<file path="config.mk">
export PLATFORM = sky130hd
export DESIGN_NAME = ft60x_fifo_bridge
export DESIGN_NICKNAME = d
export VERILOG_FILES = /design/src/rtl/ft60x_pkg.sv /design/src/rtl/sync_fifo_fwft.sv /design/src/rtl/ft60x_fifo_bridge.sv
export SDC_FILE = /design/constraint.sdc
export NUM_CORES = 1
export LEC_CHECK = 0
export CORE_MARGIN = 3
export CORE_UTILIZATION = 35
export CTS_CLUSTER_SIZE = 12
export DETAILED_ROUTE_END_ITERATION = 8
export GPL_TIMING_DRIVEN = 0
export PLACE_DENSITY = 0.61
export SLEW_MARGIN = 30
export SYNTH_ARGS = -nofsm -noshare
export SYNTH_HDL_FRONTEND = slang
export SYNTH_SLANG_ARGS = --single-unit
export TNS_END_PERCENT = 50
</file>
<file path="constraint.sdc">
create_clock -name clk -period 4.35 [get_ports clk]
set_input_delay 0.6525 -clock clk [delete_from_list [all_inputs] [get_ports clk]]
set_output_delay 0.6525 -clock clk [all_outputs]
set_load 0.05 [all_outputs]
</file>
<file path="src/rtl/ft60x_pkg.sv">
// Shared types for the FT60x 245-mode FIFO bridge.
// FSM states and bus-direction encoding.
package ft60x_pkg;

  typedef enum logic [2:0] {
    IDLE,
    RD_OE,
    RD_BURST,
    RD_END,
    WR_BURST,
    WR_END
  } state_t;

  typedef enum logic {
    DIR_RD = 1'b0,
    DIR_WR = 1'b1
  } dir_t;

endpackage

</file>
<file path="src/rtl/sync_fifo_fwft.sv">
// Single-clock first-word-fall-through FIFO with occupancy level.
// next_head exposes the word behind the head for zero-bubble streaming.
module sync_fifo_fwft #(
  parameter int WIDTH      = 8,
  parameter int ADDR_WIDTH = 4
) (
  input  logic                  clk,
  input  logic                  rst_n,
  input  logic                  push,
  input  logic [WIDTH-1:0]      push_data,
  input  logic                  pop,
  output logic [WIDTH-1:0]      head,
  output logic [WIDTH-1:0]      next_head,
  output logic                  full,
  output logic                  empty,
  output logic [ADDR_WIDTH:0]   level
);

  localparam int DEPTH = 1 << ADDR_WIDTH;
  localparam logic [ADDR_WIDTH:0] ONE = (ADDR_WIDTH+1)'(1);

  logic [WIDTH-1:0]      mem [DEPTH];
  logic [ADDR_WIDTH:0]   wr_ptr;
  logic [ADDR_WIDTH:0]   rd_ptr;
  logic [ADDR_WIDTH-1:0] rd_nxt;
  logic                  do_push;
  logic                  do_pop;

  assign level   = wr_ptr - rd_ptr;
  assign empty   = (level == '0);
  assign full    = level[ADDR_WIDTH];
  assign do_push = push & ~full;
  assign do_pop  = pop & ~empty;
  assign rd_nxt  = rd_ptr[ADDR_WIDTH-1:0] + 1'b1;
  assign head    = mem[rd_ptr[ADDR_WIDTH-1:0]];

  // With one word stored, the follower is the word being written now.
  assign next_head = (level == ONE && do_push) ? push_data : mem[rd_nxt];

  always_ff @(posedge clk) begin
    if (do_push) mem[wr_ptr[ADDR_WIDTH-1:0]] <= push_data;
  end

  always_ff @(posedge clk or negedge rst_n) begin
    if (!rst_n) begin
      wr_ptr <= '0;
      rd_ptr <= '0;
    end else begin
      if (do_push) wr_ptr <= wr_ptr + 1'b1;
      if (do_pop)  rd_ptr <= rd_ptr + 1'b1;
    end
  end

endmodule

</file>
<file path="src/rtl/ft60x_fifo_bridge.sv">
// Synchronous 245-mode FT600/FT601 bridge with RX/TX FIFOs
// and burst-bounded fair arbitration of the half-duplex bus.
module ft60x_fifo_bridge
  import ft60x_pkg::*;
#(
  parameter int DATA_WIDTH   = 16,
  parameter int BE_WIDTH     = DATA_WIDTH / 8,
  parameter int RX_BUF_WIDTH = 4,
  parameter int TX_BUF_WIDTH = 4,
  parameter int MAX_BURST    = 16
) (
  input  logic                    clk,
  input  logic                    rst_n,
  input  logic [DATA_WIDTH-1:0]   ft_data_i,
  output logic [DATA_WIDTH-1:0]   ft_data_o,
  output logic                    ft_data_oe,
  input  logic [BE_WIDTH-1:0]     ft_be_i,
  output logic [BE_WIDTH-1:0]     ft_be_o,
  input  logic                    ft_txe_n,
  input  logic                    ft_rxf_n,
  output logic                    ft_oe_n,
  output logic                    ft_rd_n,
  output logic                    ft_wr_n,
  input  logic [DATA_WIDTH-1:0]   tx_data,
  input  logic [BE_WIDTH-1:0]     tx_be,
  input  logic                    tx_valid,
  output logic                    tx_ready,
  output logic [DATA_WIDTH-1:0]   rx_data,
  output logic [BE_WIDTH-1:0]     rx_be,
  output logic                    rx_valid,
  input  logic                    rx_ready,
  output logic [RX_BUF_WIDTH:0]   rx_level,
  output logic [TX_BUF_WIDTH:0]   tx_level
);

  localparam int W        = DATA_WIDTH + BE_WIDTH;
  localparam int CW       = $clog2(MAX_BURST + 1);
  localparam int RX_DEPTH = 1 << RX_BUF_WIDTH;

  localparam logic [RX_BUF_WIDTH:0] RX_ALMOST =
    (RX_BUF_WIDTH+1)'(RX_DEPTH - 1);
  localparam logic [TX_BUF_WIDTH:0] TX_ONE =
    (TX_BUF_WIDTH+1)'(1);
  localparam logic [CW-1:0] CNT_MAX = CW'(MAX_BURST);
  localparam logic [CW-1:0] CNT_CAP = CW'(MAX_BURST - 1);

  state_t        state;
  state_t        state_nx;
  dir_t          last_dir;
  dir_t          dir_nx;
  logic [CW-1:0] burst_cnt;
  logic [CW-1:0] cnt_nx;
  logic [CW-1:0] cnt_inc;
  logic          cap;

  logic          rx_push;
  logic          rx_pop;
  logic          rx_full;
  logic          rx_empty;
  logic [W-1:0]  rx_head;
  logic [W-1:0]  unused_rx_next;

  logic          tx_push;
  logic          tx_pop;
  logic          tx_full;
  logic          tx_empty;
  logic [W-1:0]  tx_head;
  logic [W-1:0]  tx_next;

  logic          rx_pend;
  logic          tx_pend;
  logic          rx_fills;
  logic          tx_last;
  logic [W-1:0]  wr_word;

  sync_fifo_fwft #(
    .WIDTH      (W),
    .ADDR_WIDTH (RX_BUF_WIDTH)
  ) u_rx_fifo (
    .clk       (clk),
    .rst_n     (rst_n),
    .push      (rx_push),
    .push_data ({ft_be_i, ft_data_i}),
    .pop       (rx_ready),
    .head      (rx_head),
    .next_head (unused_rx_next),
    .full      (rx_full),
    .empty     (rx_empty),
    .level     (rx_level)
  );

  sync_fifo_fwft #(
    .WIDTH      (W),
    .ADDR_WIDTH (TX_BUF_WIDTH)
  ) u_tx_fifo (
    .clk       (clk),
    .rst_n     (rst_n),
    .push      (tx_valid),
    .push_data ({tx_be, tx_data}),
    .pop       (tx_pop),
    .head      (tx_head),
    .next_head (tx_next),
    .full      (tx_full),
    .empty     (tx_empty),
    .level     (tx_level)
  );

  assign {rx_be, rx_data} = rx_head;
  assign rx_valid = ~rx_empty;
  assign tx_ready = ~tx_full;
  assign rx_pop   = rx_valid & rx_ready;
  assign tx_push  = tx_valid & tx_ready;

  assign rx_pend  = ~ft_rxf_n & ~rx_full;
  assign tx_pend  = ~ft_txe_n & ~tx_empty;
  assign rx_fills = (rx_level == RX_ALMOST) & ~rx_pop;
  assign tx_last  = (tx_level == TX_ONE) & ~tx_push;

  assign cap     = (burst_cnt >= CNT_CAP);
  assign cnt_inc = (burst_cnt == CNT_MAX) ? burst_cnt
                                          : burst_cnt + 1'b1;

  assign {ft_be_o, ft_data_o} = wr_word;

  always_comb begin
    state_nx = state;
    dir_nx   = last_dir;
    cnt_nx   = burst_cnt;
    rx_push  = 1'b0;
    tx_pop   = 1'b0;
    unique case (state)
      IDLE: begin
        cnt_nx = '0;
        if (rx_pend && (!tx_pend || last_dir == DIR_WR)) begin
          state_nx = RD_OE;
          dir_nx   = DIR_RD;
        end else if (tx_pend) begin
          state_nx = WR_BURST;
          dir_nx   = DIR_WR;
        end
      end
      RD_OE: state_nx = RD_BURST;
      RD_BURST: begin
        if (ft_rxf_n) begin
          state_nx = RD_END;
        end else begin
          rx_push = 1'b1;
          cnt_nx  = cnt_inc;
          if (rx_fills || (cap && tx_pend)) state_nx = RD_END;
        end
      end
      RD_END: state_nx = IDLE;
      WR_BURST: begin
        if (ft_txe_n) begin
          state_nx = WR_END;
        end else begin
          tx_pop = 1'b1;
          cnt_nx = cnt_inc;
          if (tx_last || (cap && rx_pend)) state_nx = WR_END;
        end
      end
      WR_END: state_nx = IDLE;
      default: state_nx = IDLE;
    endcase
  end

  // Strobes are registered from the next state so they track it exactly.
  always_ff @(posedge clk or negedge rst_n) begin
    if (!rst_n) begin
      state      <= IDLE;
      last_dir   <= DIR_WR;
      burst_cnt  <= '0;
      ft_oe_n    <= 1'b1;
      ft_rd_n    <= 1'b1;
      ft_wr_n    <= 1'b1;
      ft_data_oe <= 1'b0;
      wr_word    <= '0;
    end else begin
      state      <= state_nx;
      last_dir   <= dir_nx;
      burst_cnt  <= cnt_nx;
      ft_oe_n    <= ~(state_nx == RD_OE || state_nx == RD_BURST);
      ft_rd_n    <= (state_nx != RD_BURST);
      ft_wr_n    <= (state_nx != WR_BURST);
      ft_data_oe <= (state_nx == WR_BURST);
      if (state_nx == WR_BURST)
        wr_word <= (state == WR_BURST) ? tx_next : tx_head;
    end
  end

endmodule

</file>
Yosys cells after proc, flatten, opt, wreduce, memory -nomap -nowiden:

Memories as Yosys holds them, arrays and structs flattened.
Cells that the tools add are included.

* add/subtract/negate cells: 8
* order comparisons: 1
* equality and inequality tests: 13
* multiplexer cells: 23
* bitwise operators: 17
* reductions and logical operators: 16

Operators with widths (number)
* two-way mux 18 bit: 2
* adder 5 x 1 -> 5 bit (second input constant): 5
* two-way mux 3 bit: 6
* two-way mux 5 bit: 3
* one-hot mux 5 bit (3 select lines): 1
* one-hot mux 3 bit (4 select lines): 1
* logical NOT 5 bit: 2
* two-way mux 1 bit: 10
* subtractor 5 bit: 2
* inverter 1 bit: 9
* AND 1 bit: 8
* equality test 3 x 1 -> 1 bit (second input constant): 2
* equality test 3 x 2 -> 1 bit (second input constant): 2
* equality test 3 bit (second input constant): 2
* equality test 5 x 1 -> 1 bit (second input constant): 1
* equality test 5 x 4 -> 1 bit (second input constant): 1
* equality test 5 bit (second input constant): 1
* >= comparator 5 x 4 -> 1 bit (second input constant): 1
* adder 4 x 1 -> 4 bit (second input constant): 1
* logical AND 1 bit: 4
* logical OR 1 bit: 4
* inequality test 2 bit (second input constant): 2
* logical NOT 3 bit: 1
* inequality test 3 x 2 -> 1 bit (second input constant): 1
* other kinds (6): 6

* register bits after elaboration: 51
* bits in writable memories: 576
* output and inout port bits: 52
* logic and storage cells: 92
* memories: 2

Memories
* u_rx_fifo.mem: words 16, bits a word 18, read ports 1, clocked after memory_dff 0, wr ports 1, RTL line sync_fifo_fwft.sv:22 `logic [WIDTH-1:0] mem [DEPTH];`
* u_tx_fifo.mem: words 16, bits a word 18, read ports 2, clocked after memory_dff 0, wr ports 1, RTL line sync_fifo_fwft.sv:22

Longest topological paths before layout:

Gate-level depths: netlist (run 1).

* depth after elaboration: 13
* mapped depth: 13

Modules after synthesis:

From an unflattened synthesis (run 1), not the netlist that was laid out.

* cells, all modules: 1479
* area, all modules: 29866.1 um^2

By module, submodules not included
* sync_fifo_fwft (u_rx_fifo): times used 1, cells each 734, area each 14137.3 um^2, sequential area each 8898.5 um^2
* sync_fifo_fwft (u_tx_fifo): times used 1, cells each 611, area each 14003.4 um^2, sequential area each 8898.5 um^2
* ft60x_fifo_bridge: times used 1, cells each 134, area each 1725.4 um^2, sequential area each 780.7 um^2

Worst setup path before layout (run 1):

No wires, ideal clock.

* kind: reg2reg
* start point: reg u_tx_fifo.rd_ptr[2]
* end point: mem u_tx_fifo.mem[0][0] in the netlist's numbering (enable)
* library setup time: 0.439 ns
* arrival time: 4.220 ns
* required time: 3.911 ns
* slack: -0.310 ns
* stages on the path, launching flop included: 10
* clock period less this slack: 4.660 ns
* path through: dfrtp_1 > clkbuf_1 > inv_2 > buf_2 > ha_1 > nand2b_1 > a21oi_2 > xor2_2 > nand2_1 > nor4_1

* longest elaborated chain between the ends: 5

RTL lines
* start: declaration: RTL line sync_fifo_fwft.sv:24 `logic [ADDR_WIDTH:0] rd_ptr;`
* start signal: assignment: RTL line sync_fifo_fwft.sv:50 `if (do_pop) rd_ptr <= rd_ptr + 1'b1;`
* subtractor 5 bit: RTL line sync_fifo_fwft.sv:29 `assign level = wr_ptr - rd_ptr;`
* inverter 1 bit
* via tx_ready: RTL line ft60x_fifo_bridge.sv:27 `output logic tx_ready,`
* AND 1 bit: RTL line sync_fifo_fwft.sv:32 `assign do_push = push & ~full;`
* two-way mux 1 bit: RTL line sync_fifo_fwft.sv:41 `if (do_push) mem[wr_ptr[ADDR_WIDTH-1:0]] <= push_data;`
* two-way mux 1 bit (implied by the code): RTL line sync_fifo_fwft.sv:41
* end: declaration: RTL line sync_fifo_fwft.sv:22

The timed path passes the listed nets, and every way through them passes these cells.

Worst setup path after layout (run 1):

* start point: reg u_rx_fifo.rd_ptr[0]
* end point: out rx_data[11]

* longest elaborated chain between the ends: 1

RTL lines
* start: declaration: RTL line sync_fifo_fwft.sv:24
* start signal: assignment: RTL line sync_fifo_fwft.sv:50
* memory read (16 x 18 bit)
* end: declaration: RTL line ft60x_fifo_bridge.sv:28 `output logic [DATA_WIDTH-1:0] rx_data,`

Every way passes these cells.

==> results of run 1 <==
cell usage in the layout (no fill, tap or decap), drive strengths merged, types with 6 or more instances in the layout:
cell	n
clkdlybuf4s50	83
mux2	37
mux2i	18
buf	112
edfxtp	576
dfrtp	47
clkinv	18
ha	21
nand3	8
a22oi	18
a21oi	7
nor2	30
inv	33
o21ai	9
bufinv	9
mux4	252
xor2	9
clkbuf	132
o211ai	19
and2	6
nand2	61
xnor2	19
nor3	11
nand4	6
final cells by class:
type                    count  area, um2  area share [%]
clock inverters            31        480            1.46
plain buffers              79        469            1.42
repair buffers            159       1730            5.24
multi-input cells         570       8350            25.3
clock buffers              97       1950            5.91
inverters                  31        121           0.368
well taps                1030       1290            3.91
flip-flops and latches    627      18600            56.4
diodes                      2       5.00          0.0152
state kept, by name (all words and copies together) (netlist names):
register          count
wr_word              18
last_dir              1
u_rx_fifo.wr_ptr      5
u_tx_fifo.mem       288
ft_rd_n               1
burst_cnt             5
state                 3
u_rx_fifo.rd_ptr      5
u_tx_fifo.rd_ptr      5
ft_wr_n               1
ft_data_oe            1
u_rx_fifo.mem       288
ft_oe_n               1
u_tx_fifo.wr_ptr      5
worst max-delay path, stage by stage (launching register included):
cell and delay (ns):
sky130_fd_sc_hd__dfrtp_1 0.46, sky130_fd_sc_hd__clkbuf_2 0.36, sky130_fd_sc_hd__buf_4 0.35, sky130_fd_sc_hd__mux4_2 0.54
sky130_fd_sc_hd__mux4_2 0.51, sky130_fd_sc_hd__clkdlybuf4s50_1 0.73
where the power goes:
| group | internal [mW] | switching, mW |
|---|---|---|
| clock network | 3.72 | 2.48 |
| registers | 7.07 | 0.280 |
| logic | 4.96 | 6.82 |
| total | 15.8 | 9.59 |
kinds of logic (layout without fill, tap and decap cells):
logic type	after synthesis	count (layout)	share of synthesized area, %
mux	307	307	23.3
flops	627	627	68.2
compound gates	65	65	1.79
xor+xnor	28	28	1.04
buf+inv	110	397	1.97
simple gates	147	147	2.67
other cells	0	2	0
fa+ha+maj	23	23	1.11
final timing paths:
check / slack, ns / cells after the start / end / start
max reg2reg: 0.28 / 12 / wr_word[10] / u_tx_fifo.rd_ptr[2]
min in group clk: 0.50 / 2 / last_dir / last_dir
max in group asynchronous: 3.28 / 3 / ft_wr_n / rst_n
min reg2reg: 0.50 / 2 / last_dir / last_dir
min: 0.47 / 2 / wr_word[3] / rst_n
max: 0.13 / 5 / rx_data[11] / u_rx_fifo.rd_ptr[0]
per-layer routing:
metal  up-vias  share of wire, %
li1       5969                 -
met1      7712                39
met2       614                50
met3       149               7.5
met4         6               3.1
met5         -             0.057
what timing repair did:
| item | in CTS | in global routing |
|---|---|---|
| hold endpoints to repair | 13 | 0 |
| hold buffers | 1 | 0 |
| endpoints found under the setup margin | 24 | 8 |
| gates resized for setup | 24 | 8 |
metrics by stage:
stage	cells	hold WS [ns]
CTS	2624	0.431
finish	2626	0.466
detailed placement	2495	0.490
floorplan	1307	0.357
global placement	2429	0.480
global route	2625	0.485
==> impl_metrics.ini, run 1 <==
[logic_synthesis]
synth_top_area_cell = sky130_fd_sc_hd__edfxtp_1
synth_cells = 1307
synthesis.nets = 1372
netlist_area_pre_place_mm2 = 0.0273
synthMostInstantiatedCell = sky130_fd_sc_hd__edfxtp_1
synth_edf_count = 576
syn_avg_cell_area_um2 = 20.9
yosys_most_used_dff = sky130_fd_sc_hd__edfxtp_1
ranking_of_synthesized_cells_by_area = sky130_fd_sc_hd__edfxtp_1, sky130_fd_sc_hd__mux4_2, sky130_fd_sc_hd__dfrtp_1
post_synthesis_sequential_element_count = 627
synth_sequential_area_ratio_pct = 68.2
yosys.cell_types.count = 56
synthesis.yosys.warnings = 0
netlist_top_cells_count = sky130_fd_sc_hd__edfxtp_1, sky130_fd_sc_hd__mux4_2, sky130_fd_sc_hd__nand2_1, sky130_fd_sc_hd__dfrtp_1, sky130_fd_sc_hd__clkbuf_1
synthArstFlopShare_pct = 8.13
post-synth-top-area-fraction_pct = 63.5

[hold_path]
hold_path_class = input port to asynchronous set/reset pin

[global_routing]
groute.usage.overall_pct = 17.7
groute.layer.met1.usage_pct = 22.9
grtUsageMet2_pct = 29.6
globalRouteOverflowTotal = 0
number_of_global_route_vias_before_repair = 15200
grt-busiest-layer = met2
grt_start_max_net_pins = 39
global_routing_met3_resource_utilization_pct = 4.01
grt_pass1_wl_um = 105000
number_of_antenna_violations_at_the_first_check_in_global_routing = 4

[floorplanning]
core_area_mm2 = 0.0766
ioPinCount = 94
die_h_um = 285
start_util_pct = 35.6
floorplan.rows = 101
die_area_mm2 = 0.0813
die_width_um = 285

[timing]
fmaxAchievable_ghz = 0.237
total_setup_violations_reported_at_the_end_of_the_flow = 0
timing_max_transition_violations_final = 0
final_hold_viol_count = 0
timing.final.crit_period_ns = 4.22
fin_crit_sh_pct = 97.0
slew_headroom_pct = 25.6
grt_setup_unrepaired = false
fin_tns_setup_ns = 0
fin_ws_ns = 0.130
slew_at_the_pin_closest_to_its_max_slew_limit_ns = 1.12
final.setup_skew_ns = 0.0292

[placement]
preCtsSetupSlack_ns = -0.210
placedInstanceArea_mm2 = 0.0305
place.port_buffers = 92
gpl.final_weighted_congestion = 0.768
place.detailed.hpwl_um = 48100

[clock_tree]
tritoncts = done
clock_path_buffers = 3
numCtsBuffers = 72
clk-insertion-delay-late_ns = 0.63
postCtsSetupBuffers = 0
cts-root-buf = sky130_fd_sc_hd__clkbuf_16
cts.reportedPaths.clkPinSlew_ns = 0.06
h-tree-depth = 3
cts.sinks = 627

[power]
cellLeakagePower_nw = 10.9
fin_total_pwr_mw = 25.3
peakVddDrop_mv = 0.485
power.density_mw_per_mm2 = 769

[cells_and_area]
postLayoutCellArea_mm2 = 0.0330
drive_above_1_share_pct = 35.5
layout.nets = 1605
layout-area-overhead-vs-synth_pct = 21.0
utilization_pct = 43.0
final.fill_count = 6634

[critical_path]
setup.worst_path.end_class = primary output
worstSetupStartpointType = flop
worstPathMaxFanout = 10
crit_arrival_ns = 3.57
criticalPathCategory = flop to primary output
cp.required_ns = 3.70

[drt]
length_of_the_first_detailed_routing_pass_in_iterations = 5
drt-wirelength-per-cell_um = 27.4
avgViaCountPerCell = 5.50
drc = 0
initial_drt_markers = 1580
wl_um = 72000
detailroute.via_count = 14500
drt.antenna.violating_nets = 0

[run_status]
result_of_the_run = complete, no violations

[flow_run]
timing.max_cap.violations = 0
Power figures use the tool's default switching activity.
==> run 2, diff against run 1 <==
- HOLD_SLACK_MARGIN: default -> 0.02
==> results of run 2 <==
Same layout as run 1: the final DEF is identical, and so are final timing and power.
